### src/rtl/register_access_controller_if.sv
// Bundle of the byte-stream, register-file and transmitter signals around
// register_access_controller.
//   master : the controller side (drives address/strobes/tx, receives bytes)
//   slave  : the environment side (byte source, register file, transmitter)
interface register_access_controller_if #(
  parameter int unsigned DATA_WIDTH    = 8,
  parameter int unsigned ADDRESS_WIDTH = 4
);
  logic [DATA_WIDTH-1:0]    rx_data;
  logic                     rx_data_valid;
  logic [ADDRESS_WIDTH-1:0] address;
  logic                     write_enable;
  logic [DATA_WIDTH-1:0]    write_data;
  logic                     read_enable;
  logic [DATA_WIDTH-1:0]    read_data;
  logic                     read_data_valid;
  logic [DATA_WIDTH-1:0]    tx_data;
  logic                     tx_data_valid;
  logic                     tx_busy;
  logic                     frame_error;

  modport master (
    input  rx_data, rx_data_valid, read_data, read_data_valid, tx_busy,
    output address, write_enable, write_data, read_enable,
           tx_data, tx_data_valid, frame_error
  );

  modport slave (
    output rx_data, rx_data_valid, read_data, read_data_valid, tx_busy,
    input  address, write_enable, write_data, read_enable,
           tx_data, tx_data_valid, frame_error
  );
endinterface

### src/rtl/register_access_controller.sv
// Decodes a received byte stream into register-file accesses.
//   Write frame : WRITE_COMMAND, address, data  -> one-cycle write_enable
//   Read frame  : READ_COMMAND, address         -> one-cycle read_enable, then
//                 the returned read_data is forwarded to the transmitter.
// Ports:
//   clk    - rising-edge clock
//   reset  - asynchronous active-low reset
//   bus    - master modport of register_access_controller_if carrying the
//            rx byte stream, register-file strobes/data and tx handshake.
// All outputs come straight from registers.
module register_access_controller #(
  parameter int unsigned           DATA_WIDTH    = 8,
  parameter int unsigned           ADDRESS_WIDTH = 4,
  parameter logic [DATA_WIDTH-1:0] WRITE_COMMAND = 8'hAA,
  parameter logic [DATA_WIDTH-1:0] READ_COMMAND  = 8'hBB
) (
  input logic                          clk,
  input logic                          reset,
  register_access_controller_if.master bus
);

  localparam int unsigned      CNT_W       = 3;
  // Last READ_WAIT count at which read_data_valid is still accepted.
  localparam logic [CNT_W-1:0] TIMEOUT_CNT = CNT_W'(4);

  typedef enum logic [2:0] {
    IDLE,
    WRITE_ADDRESS,
    WRITE_DATA,
    READ_ADDRESS,
    READ_WAIT,
    SEND
  } state_e;

  state_e                   state_q, state_d;
  logic [ADDRESS_WIDTH-1:0] address_q, address_d;
  logic [DATA_WIDTH-1:0]    write_data_q, write_data_d;
  logic [DATA_WIDTH-1:0]    tx_data_q, tx_data_d;
  logic [CNT_W-1:0]         cnt_q, cnt_d;
  logic                     write_enable_q, write_enable_d;
  logic                     read_enable_q, read_enable_d;
  logic                     tx_data_valid_q, tx_data_valid_d;
  logic                     frame_error_q, frame_error_d;

  // State and output registers.
  always_ff @(posedge clk or negedge reset) begin
    if (!reset) begin
      state_q         <= IDLE;
      address_q       <= '0;
      write_data_q    <= '0;
      tx_data_q       <= '0;
      cnt_q           <= '0;
      write_enable_q  <= 1'b0;
      read_enable_q   <= 1'b0;
      tx_data_valid_q <= 1'b0;
      frame_error_q   <= 1'b0;
    end else begin
      state_q         <= state_d;
      address_q       <= address_d;
      write_data_q    <= write_data_d;
      tx_data_q       <= tx_data_d;
      cnt_q           <= cnt_d;
      write_enable_q  <= write_enable_d;
      read_enable_q   <= read_enable_d;
      tx_data_valid_q <= tx_data_valid_d;
      frame_error_q   <= frame_error_d;
    end
  end

  // Frame decoding, next state and next register values.
  always_comb begin
    state_d         = state_q;
    address_d       = address_q;
    write_data_d    = write_data_q;
    tx_data_d       = tx_data_q;
    cnt_d           = cnt_q;
    write_enable_d  = 1'b0;
    read_enable_d   = 1'b0;
    tx_data_valid_d = 1'b0;
    frame_error_d   = 1'b0;

    unique case (state_q)
      IDLE: begin
        if (bus.rx_data_valid) begin
          if (bus.rx_data == WRITE_COMMAND) begin
            state_d = WRITE_ADDRESS;
          end else if (bus.rx_data == READ_COMMAND) begin
            state_d = READ_ADDRESS;
          end
        end
      end

      WRITE_ADDRESS: begin
        if (bus.rx_data_valid) begin
          address_d = bus.rx_data[ADDRESS_WIDTH-1:0];
          state_d   = WRITE_DATA;
        end
      end

      WRITE_DATA: begin
        if (bus.rx_data_valid) begin
          write_data_d   = bus.rx_data;
          write_enable_d = 1'b1;
          state_d        = IDLE;
        end
      end

      READ_ADDRESS: begin
        if (bus.rx_data_valid) begin
          address_d     = bus.rx_data[ADDRESS_WIDTH-1:0];
          read_enable_d = 1'b1;
          cnt_d         = '0;
          state_d       = READ_WAIT;
        end
      end

      // Bytes arriving here are dropped and flagged; a late response times out.
      READ_WAIT: begin
        frame_error_d = bus.rx_data_valid;
        if (bus.read_data_valid) begin
          tx_data_d = bus.read_data;
          state_d   = SEND;
        end else if (cnt_q == TIMEOUT_CNT) begin
          frame_error_d = 1'b1;
          state_d       = IDLE;
        end else begin
          cnt_d = CNT_W'(cnt_q + 1'b1);
        end
      end

      SEND: begin
        frame_error_d = bus.rx_data_valid;
        if (!bus.tx_busy) begin
          tx_data_valid_d = 1'b1;
          state_d         = IDLE;
        end
      end

      default: state_d = IDLE;
    endcase
  end

  assign bus.address       = address_q;
  assign bus.write_enable  = write_enable_q;
  assign bus.write_data    = write_data_q;
  assign bus.read_enable   = read_enable_q;
  assign bus.tx_data       = tx_data_q;
  assign bus.tx_data_valid = tx_data_valid_q;
  assign bus.frame_error   = frame_error_q;

endmodule

### src/flat_wrapper.sv
// flat-port wrapper written by rule: the top's interface ports become plain ports
module register_access_controller_flat 
#(
  parameter int unsigned           DATA_WIDTH    = 8,
  parameter int unsigned           ADDRESS_WIDTH = 4,
  parameter logic [DATA_WIDTH-1:0] WRITE_COMMAND = 8'hAA,
  parameter logic [DATA_WIDTH-1:0] READ_COMMAND  = 8'hBB
)
  (clk, reset, bus_rx_data, bus_rx_data_valid, bus_read_data, bus_read_data_valid, bus_tx_busy, bus_address, bus_write_enable, bus_write_data, bus_read_enable, bus_tx_data, bus_tx_data_valid, bus_frame_error);
  register_access_controller_if #(.DATA_WIDTH(DATA_WIDTH), .ADDRESS_WIDTH(ADDRESS_WIDTH)) bus_i ();
  input logic clk;
  input logic reset;
  input wire logic [$bits(bus_i.rx_data)-1:0] bus_rx_data;
  input wire logic [$bits(bus_i.rx_data_valid)-1:0] bus_rx_data_valid;
  input wire logic [$bits(bus_i.read_data)-1:0] bus_read_data;
  input wire logic [$bits(bus_i.read_data_valid)-1:0] bus_read_data_valid;
  input wire logic [$bits(bus_i.tx_busy)-1:0] bus_tx_busy;
  output wire logic [$bits(bus_i.address)-1:0] bus_address;
  output wire logic [$bits(bus_i.write_enable)-1:0] bus_write_enable;
  output wire logic [$bits(bus_i.write_data)-1:0] bus_write_data;
  output wire logic [$bits(bus_i.read_enable)-1:0] bus_read_enable;
  output wire logic [$bits(bus_i.tx_data)-1:0] bus_tx_data;
  output wire logic [$bits(bus_i.tx_data_valid)-1:0] bus_tx_data_valid;
  output wire logic [$bits(bus_i.frame_error)-1:0] bus_frame_error;
  assign bus_i.rx_data = bus_rx_data;
  assign bus_i.rx_data_valid = bus_rx_data_valid;
  assign bus_i.read_data = bus_read_data;
  assign bus_i.read_data_valid = bus_read_data_valid;
  assign bus_i.tx_busy = bus_tx_busy;
  assign bus_address = bus_i.address;
  assign bus_write_enable = bus_i.write_enable;
  assign bus_write_data = bus_i.write_data;
  assign bus_read_enable = bus_i.read_enable;
  assign bus_tx_data = bus_i.tx_data;
  assign bus_tx_data_valid = bus_i.tx_data_valid;
  assign bus_frame_error = bus_i.frame_error;
  register_access_controller #(.DATA_WIDTH(DATA_WIDTH), .ADDRESS_WIDTH(ADDRESS_WIDTH), .WRITE_COMMAND(WRITE_COMMAND), .READ_COMMAND(READ_COMMAND)) u_core (.clk(clk), .reset(reset), .bus(bus_i));
endmodule
### config.mk
export PLATFORM = sky130hd
export DESIGN_NAME = register_access_controller_flat
export DESIGN_NICKNAME = d
export VERILOG_FILES = /design/src/rtl/register_access_controller_if.sv /design/src/rtl/register_access_controller.sv /design/src/flat_wrapper.sv
export SDC_FILE = /design/constraint.sdc
export NUM_CORES = 1
export LEC_CHECK = 0
export BUFFER_PORTS_ARGS = -buffer_cell sky130_fd_sc_hd__buf_2
export CELL_PAD_IN_SITES_DETAIL_PLACEMENT = 0
export CELL_PAD_IN_SITES_GLOBAL_PLACEMENT = 1
export CORE_MARGIN = 5
export CORE_UTILIZATION = 41
export DETAILED_ROUTE_END_ITERATION = 7
export GPL_TIMING_DRIVEN = 0
export MAX_ROUTING_LAYER = met4
export PLACE_DENSITY = 0.93
export RECOVER_POWER = 100
export SYNTH_ARGS = -nofsm -noshare
export SYNTH_HDL_FRONTEND = slang
export SYNTH_SLANG_ARGS = --single-unit
### constraint.sdc
create_clock -name clk -period 2.35 [get_ports clk]
set_input_delay 0.3525 -clock clk [delete_from_list [all_inputs] [get_ports clk]]
set_output_delay 0.3525 -clock clk [all_outputs]
set_load 0.1 [all_outputs]
==> impl_metrics.ini, run 1 <==
[place]
place_hpwl_um = 2020
portBuffers = 44
placedInstanceArea_um2 = 1620
place.gp.congestion = 0.859

[setup_path]
timing.critical_path.cells = clkbuf_1
cell_class_contributing_the_biggest_share_of_worst_path_delay = buffers and inverters
cpMaxStageDelayCell = sky130_fd_sc_hd__clkbuf_1
r2r_slack_ns = 0.55
endpoint_kind = output port
crit_arrival_ns = 1.57
r2r-start = u_core.state_q[0]
timing.critical_path.slowest_cell_delay_ns = 0.87
worst_ep_required_time_ns = 2.00
crit-reg2reg-capture = u_core.bus.tx_data[4]
timing.critical_path.buf_inv = 1
type_of_the_worst_setup_path = register to output port
worst-r2r-cell-count = 5
cp_max_fo = 2
cp-start-kind = register

[timing]
finalMaxSlewViolations = 31
finalSetupViolations = 0
setup_repair_after_global_routing_missed_its_margin = no
final-hold-violation-count = 0
timing.fmax_mhz = 520
worst_slew_margin_rel_pct = -3.85
worst_slew_pin_slew_ns = 1.56
period_needed_ns = 1.92
total_neg_setup_slack_ns = 0
finalClockSkew_ns = 0.00729
min_period_over_period_pct = 81.9

[clock_network]
clkTransAtPathRegs_ns = 0.09
insertion_delay_ns = 0.32
postCtsSetupRepairBufs = 0
post_cts_resize_count = 0
cts_tree = done
holdBufCountCts = 0
clk_path_buf_depth = 2
numClockSinks = 30
inserted_clock_buffers = 5
cts_root_buf = sky130_fd_sc_hd__clkbuf_4
h-tree-depth = 2

[synthesis]
adder_cell_share_of_the_synthesized_area_pct = 1.86
post-synth-top-area-fraction_pct = 55.7
synth-xor-area-share_pct = 0.650
syn-instance-count = 98
synthSimpleGateAreaFrac_pct = 12.9
ys_ff_latch = 30
synth.avg_cell_area_um2 = 13.8
synth_flop_cell = sky130_fd_sc_hd__dfrtp_1
netlist_top_cells_area = sky130_fd_sc_hd__dfrtp_1, sky130_fd_sc_hd__mux2_2, sky130_fd_sc_hd__buf_4
number_of_enable_flip_flop_cells_after_synthesis = 0
synth.yosys.warnings = 0
dominant_combinational_cell_family_by_area_after_synthesis = multiplexers
synth-seq-area-share_pct = 55.7
synth.largest_area_cell = sky130_fd_sc_hd__dfrtp_1
syn_area_um2 = 1350
syn-num-nets = 121
synth.mux.area_fraction_pct = 18.6
synth_async_sr_flop_share_pct = 100
synth_cell_type_count = 33
synth-compound-area-share_pct = 6.96

[job]
cap_violations = 1

[routing]
route.antenna.remaining_nets = 0
wire_per_inst_um = 13.5
dr.pass1.iters = 3
routed_wirelength_um = 2610
post-route-drc-count = 0
via_per_inst = 4.89
drt_first_iter_violations = 42
num_vias = 949

[floorplan]
die_w_um = 67.3
die_area_um2 = 4530
floorplan.io_pins = 45
core_region_area_um2 = 3100
site_rows = 20
floorplan.initialDensity_pct = 43.4
floorplan.die.height_um = 67.3

[status]
run_status = finished with violations
violations = max-capacitance violations, max-slew violations

[min_path]
worstHoldPathCells = 2
timing.hold.worst.class = primary input to register
worstHoldEndpoint = u_core.bus.tx_data_valid
worstHoldStart = bus_tx_busy

[finish]
final-seq-area_um2 = 751
syn2layout_area_growth_pct = 20.1
post-route-cell-area_um2 = 1620
multi_input_comb_area_um2 = 527
inserted_diodes = 0
final_net_count = 172
layout-drive-gt1-share_pct = 32.7
filler_cell_count = 326

[global_routing]
track_usage_pct = 13.3
via_count_of_the_first_global_routing_pass = 959
pin_count_of_the_biggest_net_entering_global_routing = 31
grt_pass1_wl_um = 4260
grt-ovfl-total = 0
number_of_antenna_violations_at_the_first_check_in_global_routing = 0
## Yosys cell counts (all sizes together), types with 2 or more instances
| cell | number |
|---|---|
| inv | 4 |
| nor2 | 5 |
| nand2 | 3 |
| nand3 | 4 |
| dfrtp | 30 |
| and3 | 2 |
| buf | 4 |
| ha | 2 |
| o311ai | 2 |
| nor3 | 3 |
| o21ai | 4 |
| mux2 | 21 |
## layer usage
layer | global-route usage (%) | up-vias | wire, um | part of all wire [%]
li1 | - | 459 | - | -
met1 | 15.7 | 438 | 1180 | 45
met2 | 19.8 | 44 | 1120 | 43
met3 | 4.49 | 8 | 243 | 9.3
met4 | 7.59 | 0 | 64 | 2.5
met5 | - | - | 0 | 0
## metrics by stage
stage          hold slack (ns)  setup WS [ns]  std cells  utilization [%]
3_5_place_dp             0.421          0.820        186             52.3
2_1_floorplan           0.0569          0.937         98                -
3_3_place_gp             0.410          0.851        186             52.3
6_report                 0.194          0.426        194             52.2
5_1_grt                  0.177          0.347        194             52.2
4_1_cts                 0.0583          0.828        194             54.2
## layout make-up
cell class	instances	area share, %
Sequential cell	30	46.4
Multi-Input combinational cell	60	32.5
Timing Repair Buffer	44	11.7
Clock buffer	7	3.40
Tap cell	44	3.40
Buffer	4	1.39
Inverter	4	0.927
Clock inverter	1	0.309
## kinds of logic (layout without fill, tap and decap cells)
logic type | after synthesis | in the layout
xor gates and xnor gates | 1 | 1
AOI/OAI and AO/OA | 10 | 10
buffers and inverters | 8 | 60
and+or+nand+nor | 25 | 25
muxes | 22 | 22
adders and majority gates | 2 | 2
DFF | 30 | 30
## layout by cell type, fill, tap and decap left out, types with 2 or more instances in the layout
| cell | count |
|---|---|
| sky130_fd_sc_hd__dfrtp_1 | 30 |
| sky130_fd_sc_hd__mux2_2 | 18 |
| sky130_fd_sc_hd__inv_1 | 4 |
| sky130_fd_sc_hd__clkbuf_4 | 5 |
| sky130_fd_sc_hd__ha_1 | 2 |
| sky130_fd_sc_hd__buf_4 | 2 |
| sky130_fd_sc_hd__nand3_1 | 4 |
| sky130_fd_sc_hd__mux2_1 | 2 |
| sky130_fd_sc_hd__and3_1 | 2 |
| sky130_fd_sc_hd__nand2_1 | 3 |
| sky130_fd_sc_hd__nor2_1 | 5 |
| sky130_fd_sc_hd__buf_2 | 19 |
| sky130_fd_sc_hd__o21ai_0 | 3 |
| sky130_fd_sc_hd__nor3_1 | 3 |
| sky130_fd_sc_hd__clkbuf_1 | 28 |
## worst max-delay path by stage
stage,from,endpoint,slack (ns),cells past startpoint
final,u_core.bus.address[1],bus_address[1],0.43,1
after global routing,u_core.bus.address[1],bus_address[1],0.35,1
after CTS,u_core.bus.address[1],bus_address[1],0.83,1
after detailed placement,bus_rx_data[6],u_core.state_q[0],0.82,5
after global placement,bus_rx_data[6],u_core.state_q[0],0.85,5
after floorplan,u_core.state_q[1],u_core.bus.tx_data[0],0.94,5
## state kept, by name, indices dropped and copies added (netlist names)
register                  count
u_core.bus.tx_data            8
u_core.state_q                3
u_core.bus.write_data         8
u_core.bus.frame_error        1
u_core.cnt_q                  3
u_core.bus.write_enable       1
u_core.bus.address            4
u_core.bus.tx_data_valid      1
u_core.bus.read_enable        1
Power of run 1 is not shown: default switching activity piles up to over one toggle a cycle in this logic, so the estimate is an artifact.
==> run 2: changes to the inputs <==
--- a/config.mk
+++ b/config.mk
@@ -9,11 +9,11 @@
 export CELL_PAD_IN_SITES_DETAIL_PLACEMENT = 0
 export CELL_PAD_IN_SITES_GLOBAL_PLACEMENT = 1
 export CORE_MARGIN = 5
-export CORE_UTILIZATION = 41
+export CORE_UTILIZATION = 35
 export DETAILED_ROUTE_END_ITERATION = 7
 export GPL_TIMING_DRIVEN = 0
 export MAX_ROUTING_LAYER = met4
-export PLACE_DENSITY = 0.93
+export PLACE_DENSITY = 0.85
 export RECOVER_POWER = 100
 export SYNTH_ARGS = -nofsm -noshare
 export SYNTH_HDL_FRONTEND = slang
==> constraint.sdc (replaced) <==
create_clock -name clk -period 1.77 [get_ports clk]
set_input_delay 0.2655 -clock clk [delete_from_list [all_inputs] [get_ports clk]]
set_output_delay 0.2655 -clock clk [all_outputs]
set_load 0.1 [all_outputs]
==> run 2 against run 1 <==
Net effect: the run still ends with max-capacitance violations, max-slew violations left; global-route usage is 1.5 points lower; sequential share of layout area is 3.5 points lower; critical endpoint is now u_core.bus.tx_data[0]; via count is 2.4% higher; core utilization is 4.7 points lower; first-iteration DRC count is 57% lower; non-clock buffer count stayed put; cell area is 8.2% higher.
==> impl_metrics.ini, run 2 (synthesis results as in run 1) <==
[clock_network]
insertion_delay_ns = 0.28
cts_tree = done
clk_path_buf_depth = 2
inserted_clock_buffers = 5
post_cts_resize_count = 0
h-tree-depth = 2
postCtsSetupRepairBufs = 0
numClockSinks = 30
holdBufCountCts = 0
cts_root_buf = sky130_fd_sc_hd__clkbuf_8
clkTransAtPathRegs_ns = 0.06

[floorplan]
floorplan.die.height_um = 72.1
site_rows = 22
floorplan.initialDensity_pct = 36.5
floorplan.io_pins = 45
core_region_area_um2 = 3690
die_area_um2 = 5190
die_w_um = 72.1

[setup_path]
crit-reg2reg-capture = u_core.bus.tx_data[0]
endpoint_kind = register
crit_arrival_ns = 1.84
r2r-start = u_core.state_q[1]
worst_ep_required_time_ns = 1.93
type_of_the_worst_setup_path = register to register
r2r_slack_ns = 0.09
worst-r2r-cell-count = 5
cp-start-kind = register
cp_max_fo = 9

[finish]
leading_cell_type_in_the_layout_fill_and_taps_excluded = sky130_fd_sc_hd__dfrtp_1
final_net_count = 172
layout_common_cells = sky130_fd_sc_hd__dfrtp_1, sky130_fd_sc_hd__clkbuf_2, sky130_fd_sc_hd__buf_2
filler_cell_count = 365
post-route-cell-area_um2 = 1750
inserted_diodes = 0
syn2layout_area_growth_pct = 30.0
layout-drive-gt1-share_pct = 52.7

[place]
placedInstanceArea_um2 = 1630
place_hpwl_um = 2090
portBuffers = 44
place.gp.congestion = 0.835

[timing]
finalSetupViolations = 0
total_neg_setup_slack_ns = 0
final.hold.worst_slack_ns = 0.190
min_period_over_period_pct = 95.0
timing.fmax_mhz = 595
setup_repair_after_global_routing_missed_its_margin = no
finalClockSkew_ns = 0.00362
period_needed_ns = 1.68
finalMaxSlewViolations = 31
final-hold-violation-count = 0
worst_slew_margin_rel_pct = -3.01
worst_slew_pin_slew_ns = 1.55

[min_path]
worstHoldStart = bus_tx_busy
worstHoldPathCells = 2
worstHoldEndpoint = u_core.bus.tx_data_valid
timing.hold.worst.class = primary input to register

[routing]
route.antenna.remaining_nets = 0
via_per_inst = 4.91
drt_first_iter_violations = 18
wire_per_inst_um = 13.7
num_vias = 972
dr.pass1.iters = 4
post-route-drc-count = 0
routed_wirelength_um = 2720

[status]
violations = max-capacitance violations, max-slew violations
run_status = finished with violations

[global_routing]
pin_count_of_the_biggest_net_entering_global_routing = 31
use_met3_pct = 5.26
number_of_antenna_violations_at_the_first_check_in_global_routing = 0
globalRoute.busiestLayer = met2
track_usage_pct = 11.8
via_count_of_the_first_global_routing_pass = 981
met1_usage_pct = 13.9
grt_pass1_wl_um = 4600
grt-ovfl-total = 0
met2_usage_pct = 18.7

[job]
cap_violations = 1
## run 2: how the worst max path moves through the flow
| stage | from | endpoint | slack (ns) | cells after the start |
|---|---|---|---|---|
| finish | u_core.state_q[1] | u_core.bus.tx_data[0] | 0.09 | 5 |
| global route | u_core.state_q[1] | u_core.bus.tx_data[1] | 0.03 | 5 |
| CTS | u_core.state_q[0] | u_core.bus.write_data[2] | 0.23 | 4 |
| detailed placement | u_core.state_q[0] | u_core.bus.write_data[2] | 0.26 | 4 |
| global placement | u_core.state_q[1] | u_core.bus.tx_data[2] | 0.28 | 5 |
| floorplan | u_core.state_q[1] | u_core.bus.tx_data[0] | 0.36 | 5 |
## run 2: metal layers
layer  vias up  part of all wire [%]
met3         2                   9.8
met5         -                     0
li1        455                     -
met1       466                    41
met2        49                    49
met4         0                  0.22
## run 2: stage by stage
step	cells	worst slack [ns]	utilization (%)
2_1_floorplan	98	0.357	-
3_3_place_gp	190	0.281	44.1
4_1_cts	198	0.233	48.0
3_5_place_dp	190	0.260	44.1
6_report	198	0.0881	47.5
5_1_grt	198	0.0287	47.5
## run 2: area by class of cell
class	instances	area, um2	area share (%)
clock inverters	2	60.1	3.43
flip-flops and latches	30	751	42.9
inverters	4	15.0	0.857
repair buffers	44	219	12.5
clock buffers	6	82.6	4.71
plain buffers	4	25.0	1.43
well taps	48	60.1	3.43
multi-input cells	60	539	30.8
## run 2: critical path, cell delays in order, from the launching register on
cell,delay [ns]
sky130_fd_sc_hd__dfrtp_1,0.35
sky130_fd_sc_hd__buf_2,0.16
sky130_fd_sc_hd__nor2_2,0.27
sky130_fd_sc_hd__and3_1,0.19
sky130_fd_sc_hd__clkbuf_2,0.22
sky130_fd_sc_hd__mux2_2,0.36
Power of run 2 is left out for the same reason.
